$ cat src/rtl/veda_mem_ctrl.sv
// Data-memory initiator: one load/store at a time over valid/ready,
// fixed read latency, out-of-range addresses answered with an error.
module veda_mem_ctrl #(
    parameter int DEPTH  = 100,
    parameter int ADDR_W = 9,
    parameter int DATA_W = 32,
    parameter int RD_LAT = 1
) (
    input  logic              clk,
    input  logic              rst,
    input  logic              req_valid,
    output logic              req_ready,
    input  logic              req_we,
    input  logic [ADDR_W-1:0] req_addr,
    input  logic [DATA_W-1:0] req_wdata,
    output logic              resp_valid,
    input  logic              resp_ready,
    output logic [DATA_W-1:0] resp_rdata,
    output logic              resp_err,
    output logic              mem_w_en,
    output logic              mem_mode,
    output logic [ADDR_W-1:0] mem_address,
    output logic [DATA_W-1:0] mem_datain,
    input  logic [DATA_W-1:0] mem_dataout,
    output logic              busy
);

    typedef enum logic [1:0] {
        IDLE,
        WR,
        RD_WAIT,
        RESP
    } state_t;

    localparam logic [ADDR_W-1:0] DEPTH_A  = ADDR_W'(DEPTH);
    localparam logic [3:0]        CNT_INIT = 4'(RD_LAT - 1);

    state_t            state, state_n;
    logic [3:0]        cnt, cnt_n;
    logic              w_en_n, mode_n, valid_n, err_n;
    logic [ADDR_W-1:0] addr_n;
    logic [DATA_W-1:0] din_n, rdata_n;

    assign busy      = (state != IDLE);
    assign req_ready = (state == IDLE) && !rst;

    always_ff @(posedge clk) begin
        if (rst) begin
            state       <= IDLE;
            cnt         <= '0;
            mem_w_en    <= 1'b0;
            mem_mode    <= 1'b1;
            mem_address <= '0;
            mem_datain  <= '0;
            resp_valid  <= 1'b0;
            resp_rdata  <= '0;
            resp_err    <= 1'b0;
        end else begin
            state       <= state_n;
            cnt         <= cnt_n;
            mem_w_en    <= w_en_n;
            mem_mode    <= mode_n;
            mem_address <= addr_n;
            mem_datain  <= din_n;
            resp_valid  <= valid_n;
            resp_rdata  <= rdata_n;
            resp_err    <= err_n;
        end
    end

    always_comb begin
        state_n = state;
        cnt_n   = cnt;
        w_en_n  = mem_w_en;
        mode_n  = mem_mode;
        addr_n  = mem_address;
        din_n   = mem_datain;
        valid_n = resp_valid;
        rdata_n = resp_rdata;
        err_n   = resp_err;

        unique case (state)
            IDLE: begin
                w_en_n = 1'b0;
                mode_n = 1'b1;
                if (req_valid && req_ready) begin
                    if (req_addr >= DEPTH_A) begin
                        // memory pins stay untouched on a rejected address
                        state_n = RESP;
                        valid_n = 1'b1;
                        err_n   = 1'b1;
                        rdata_n = '0;
                    end else if (req_we) begin
                        state_n = WR;
                        mode_n  = 1'b0;
                        w_en_n  = 1'b1;
                        addr_n  = req_addr;
                        din_n   = req_wdata;
                    end else begin
                        state_n = RD_WAIT;
                        mode_n  = 1'b1;
                        w_en_n  = 1'b0;
                        addr_n  = req_addr;
                        cnt_n   = CNT_INIT;
                    end
                end
            end
            WR: begin
                state_n = RESP;
                valid_n = 1'b1;
                rdata_n = mem_datain;
                err_n   = 1'b0;
                w_en_n  = 1'b0;
                mode_n  = 1'b1;
                din_n   = '0;
            end
            RD_WAIT: begin
                if (cnt != 4'd0) begin
                    cnt_n = cnt - 4'd1;
                end else begin
                    state_n = RESP;
                    valid_n = 1'b1;
                    rdata_n = mem_dataout;
                    err_n   = 1'b0;
                end
            end
            RESP: begin
                if (resp_ready) begin
                    state_n = IDLE;
                    valid_n = 1'b0;
                end
            end
            default: state_n = IDLE;
        endcase
    end

endmodule

$ cat config.mk
export PLATFORM = sky130hd
export DESIGN_NAME = veda_mem_ctrl
export DESIGN_NICKNAME = d
export VERILOG_FILES = /design/src/rtl/veda_mem_ctrl.sv
export SDC_FILE = /design/constraint.sdc
export NUM_CORES = 1
export LEC_CHECK = 0
export ABC_AREA = 1
export ABC_CLOCK_PERIOD_IN_PS = 1450
export CAP_MARGIN = 20
export CORE_MARGIN = 5
export CORE_UTILIZATION = 35
export DETAILED_ROUTE_END_ITERATION = 16
export PLACE_DENSITY = 0.65
export SLEW_MARGIN = 20
export SYNTH_ARGS = -nofsm -noshare
export SYNTH_HDL_FRONTEND = slang
export SYNTH_SLANG_ARGS = --single-unit
$ cat constraint.sdc
create_clock -name clk -period 1.45 [get_ports clk]
set_input_delay 0.29 -clock clk [delete_from_list [all_inputs] [get_ports clk]]
set_output_delay 0.29 -clock clk [all_outputs]
set_load 0.02 [all_outputs]
==> impl_results.md <==
* Core Box Area at 11900 um^2
* Layout area overhead at 84.7%
* GRT overflow at 0
* Leakage dissipation at 3.60 nW
* Post-DRT Antenna Nets at 0
* Initial antenna violation count at 0
* Worst setup SP type: register
* Total wire length at 16500 um
* First-pass GRT wire length at 26400 um
* Initial Util at 35.5%
* Slew Viols, Final at 0
* Initial DRC Count at 360
* Violated checks: negative setup slack
* Dpl ws at -0.440 ns
* Power Dens Cells at 2700 nW/um^2
* # setup viols final at 81
* Critical Path Source: state[1]
* Final core occ at 65.5%
* F_max at 0.600 GHz
* Vias in the first global route at 5021
* Worst slew margin at 63.8%
* Final net count at 913
* Drt wl/cell at 16.9 um
* Most common cell after layout, fill and taps aside: nand2_1
* Maxcap violations at 0
* CP Data Arrival Time at 1.90 ns
* Routed vias/inst at 5.07
* Crit-path cells: inv_2 > ha_4 > buf_6 > nor2_4 > nor2_4 > buf_6 > buf_6 > buf_12 > nand3_2 > nand2_2 > nor2_2
* Top area cells in the synthesized netlist: dfxtp_1 (39%), nand2_1 (15%), a21oi_1 (9.6%)
* Synth cell types at 25
* Sink Count at 83
* Post-Syn Instances at 628
* Most frequent cells in the layout: nand2_1 (135), dfxtp_1 (81), dlygate4sd2_1 (77), clkdlybuf4s50_1 (76), nor2_1 (67)
* Setup TNS Final at -8.78 ns
* Worst Tran Pin Value at 0.543 ns
* Synth Cell Area at 4230 um^2
* Area of the die at 14400 um^2
* Die X at 120 um
* DP Wirelength at 10800 um
* Inserted Diodes at 0
* Seq/Total Area, Yosys at 39.3%
* Area leader, netlist: dfxtp_1
* Total number of vias at 4975
* Clock Pin Slew Worst Setup and Hold Paths at 0.06 ns
* Root buffer cell: clkbuf_16
* Tcrit/Tclk final at 115%
* Post-Syn Area per Cell at 6.73 um^2
* Yosys reg bits at 83
* CP Capture Type: register
* Total GRT Usage at 22.8%
* Worst VDD drop at 1.19 mV
* I/O Buffers at 156
* Fin. Hold Viols at 0
* Launching point of the worst reg2reg path: state[1]
* Pre-Repair DR Iteration Count at 4
* Placer Congestion at 0.881
* Layout Skew at 0.00741 ns
* Floorplan row count at 40
* Max Fanout on Critical Path at 7
* Top-area cell type share of the netlist area at 39.3%
* Worst skew pair latency at 0.34 ns
* Yosys warns at 0
* Num CTS Buffers at 9
* Min Tclk post-route at 1.67 ns
* DRC viols at 0
* CTS tree: built
* Outcome: finished, violations left
* Min setup slack post-route at -0.217 ns
* # H-tree levels at 3
* Post-synthesis net count at 712
* Critical path class: register to register
* IO Count at 157
* RSZ-0062 raised after global routing: true
* HP Class: register to register
* HP Start: mem_address[5]
* Clock Tree Buf Depth at 2
* Layout cells sized above 1 at 31.7%
* Most frequent cell on the critical path: buf_6
* WP data required at 1.68 ns
* Die H at 120 um
* Crit-path max cell delay at 0.33 ns
* Largest net degree at the start of global routing at 50
* Crit-path slowest cell: dfxtp_2
area by class of cell:
cell class	count	area, um^2
clock buffers	11	233
clock inverters	5	125
fillers	970	4110
inverters	53	210
multi-input cells	445	2780
flip-flops and latches	83	1660
well taps	147	184
repair buffers	237	2610
power breakdown:
part	internal [mW]	leakage, nW	switching (mW)	total, mW
clock	1.86	0.174	0.935	2.79
sequential	3.10	0.679	0.664	3.76
combinational	6.98	2.74	7.52	14.5
synthesized netlist by cell type:
master / instances
buf_2: 19
xnor2_1: 1
nand3_2: 2
a22o_1: 15
inv_1: 50
o21ai_0: 9
ha_1: 6
o21ai_1: 1
nand2_2: 1
nand2_1: 168
nor2_4: 1
clkbuf_1: 13
buf_6: 7
a21oi_1: 81
nor2_1: 76
buf_4: 8
nand4_1: 3
inv_2: 3
nor3_1: 2
or2_2: 1
dfxtp_1: 83
nand2_4: 1
a21oi_4: 1
nor2_8: 1
nand3_1: 75
registers in the layout, indices dropped and copies added (netlist names):
register     cells
mem_w_en         1
state            2
resp_rdata      32
cnt              4
resp_err         1
mem_address      9
resp_valid       1
mem_datain      32
mem_mode         1
path summary, 6_finish.rpt:
check	to	slack, ns	depth (start not counted)
setup / recovery	mem_datain[27]	-0.22	11
hold / removal	mem_address[5]	0.44	2
setup reg to reg	mem_datain[27]	-0.22	11
hold reg to reg	mem_address[5]	0.44	2
critical path, delay by kind of cell, from the launching register on:
| kind | cells | cell delay (ns) |
|---|---|---|
| buffers and inverters | 5 | 0.62 |
| and+or+nand+nor | 5 | 0.42 |
| adders and majority gates | 1 | 0.17 |
| DFF | 1 | 0.33 |
stage by stage:
| step | total power [mW] | cells | cell area (um^2) | hold slack, ns |
|---|---|---|---|---|
| floorplan | 9.84 | 628 | 4330 | 0.452 |
| global placement | 13.3 | 928 | 6220 | 0.434 |
| CTS | 19.9 | 977 | 7520 | 0.444 |
| detailed placement | 13.4 | 928 | 6220 | 0.437 |
| finish | 21.1 | 981 | 7800 | 0.439 |
| global route | 22.3 | 981 | 7800 | 0.465 |
timing repair:
item	in CTS	in global routing
hold endpoints to repair	0	0
hold buffers	0	0
cloned	14	1
buffers inserted	20	3
gates resized for setup	224	58
pin swaps	63	39
setup endpoints to repair	153	80
logic make-up (layout without fill, tap and decap cells):
| logic type | count (synthesis) | in the layout | synth area share, % |
|---|---|---|---|
| AOI/OAI and AO/OA | 107 | 107 | 14.3 |
| xor gates and xnor gates | 1 | 1 | 0.207 |
| adders and majority gates | 6 | 6 | 1.78 |
| buffers and inverters | 100 | 306 | 11.4 |
| DFF | 83 | 83 | 39.3 |
| and+or+nand+nor | 331 | 331 | 33.0 |
routing by layer:
layer,global-route usage [%],vias to the layer above,wire length (um)
met5,0,-,0
met4,6.87,0,313
met3,3.91,22,891
met2,39.7,162,8460
met1,28.9,2363,6890
li1,-,2428,-
Power figures use the tool's default switching activity.
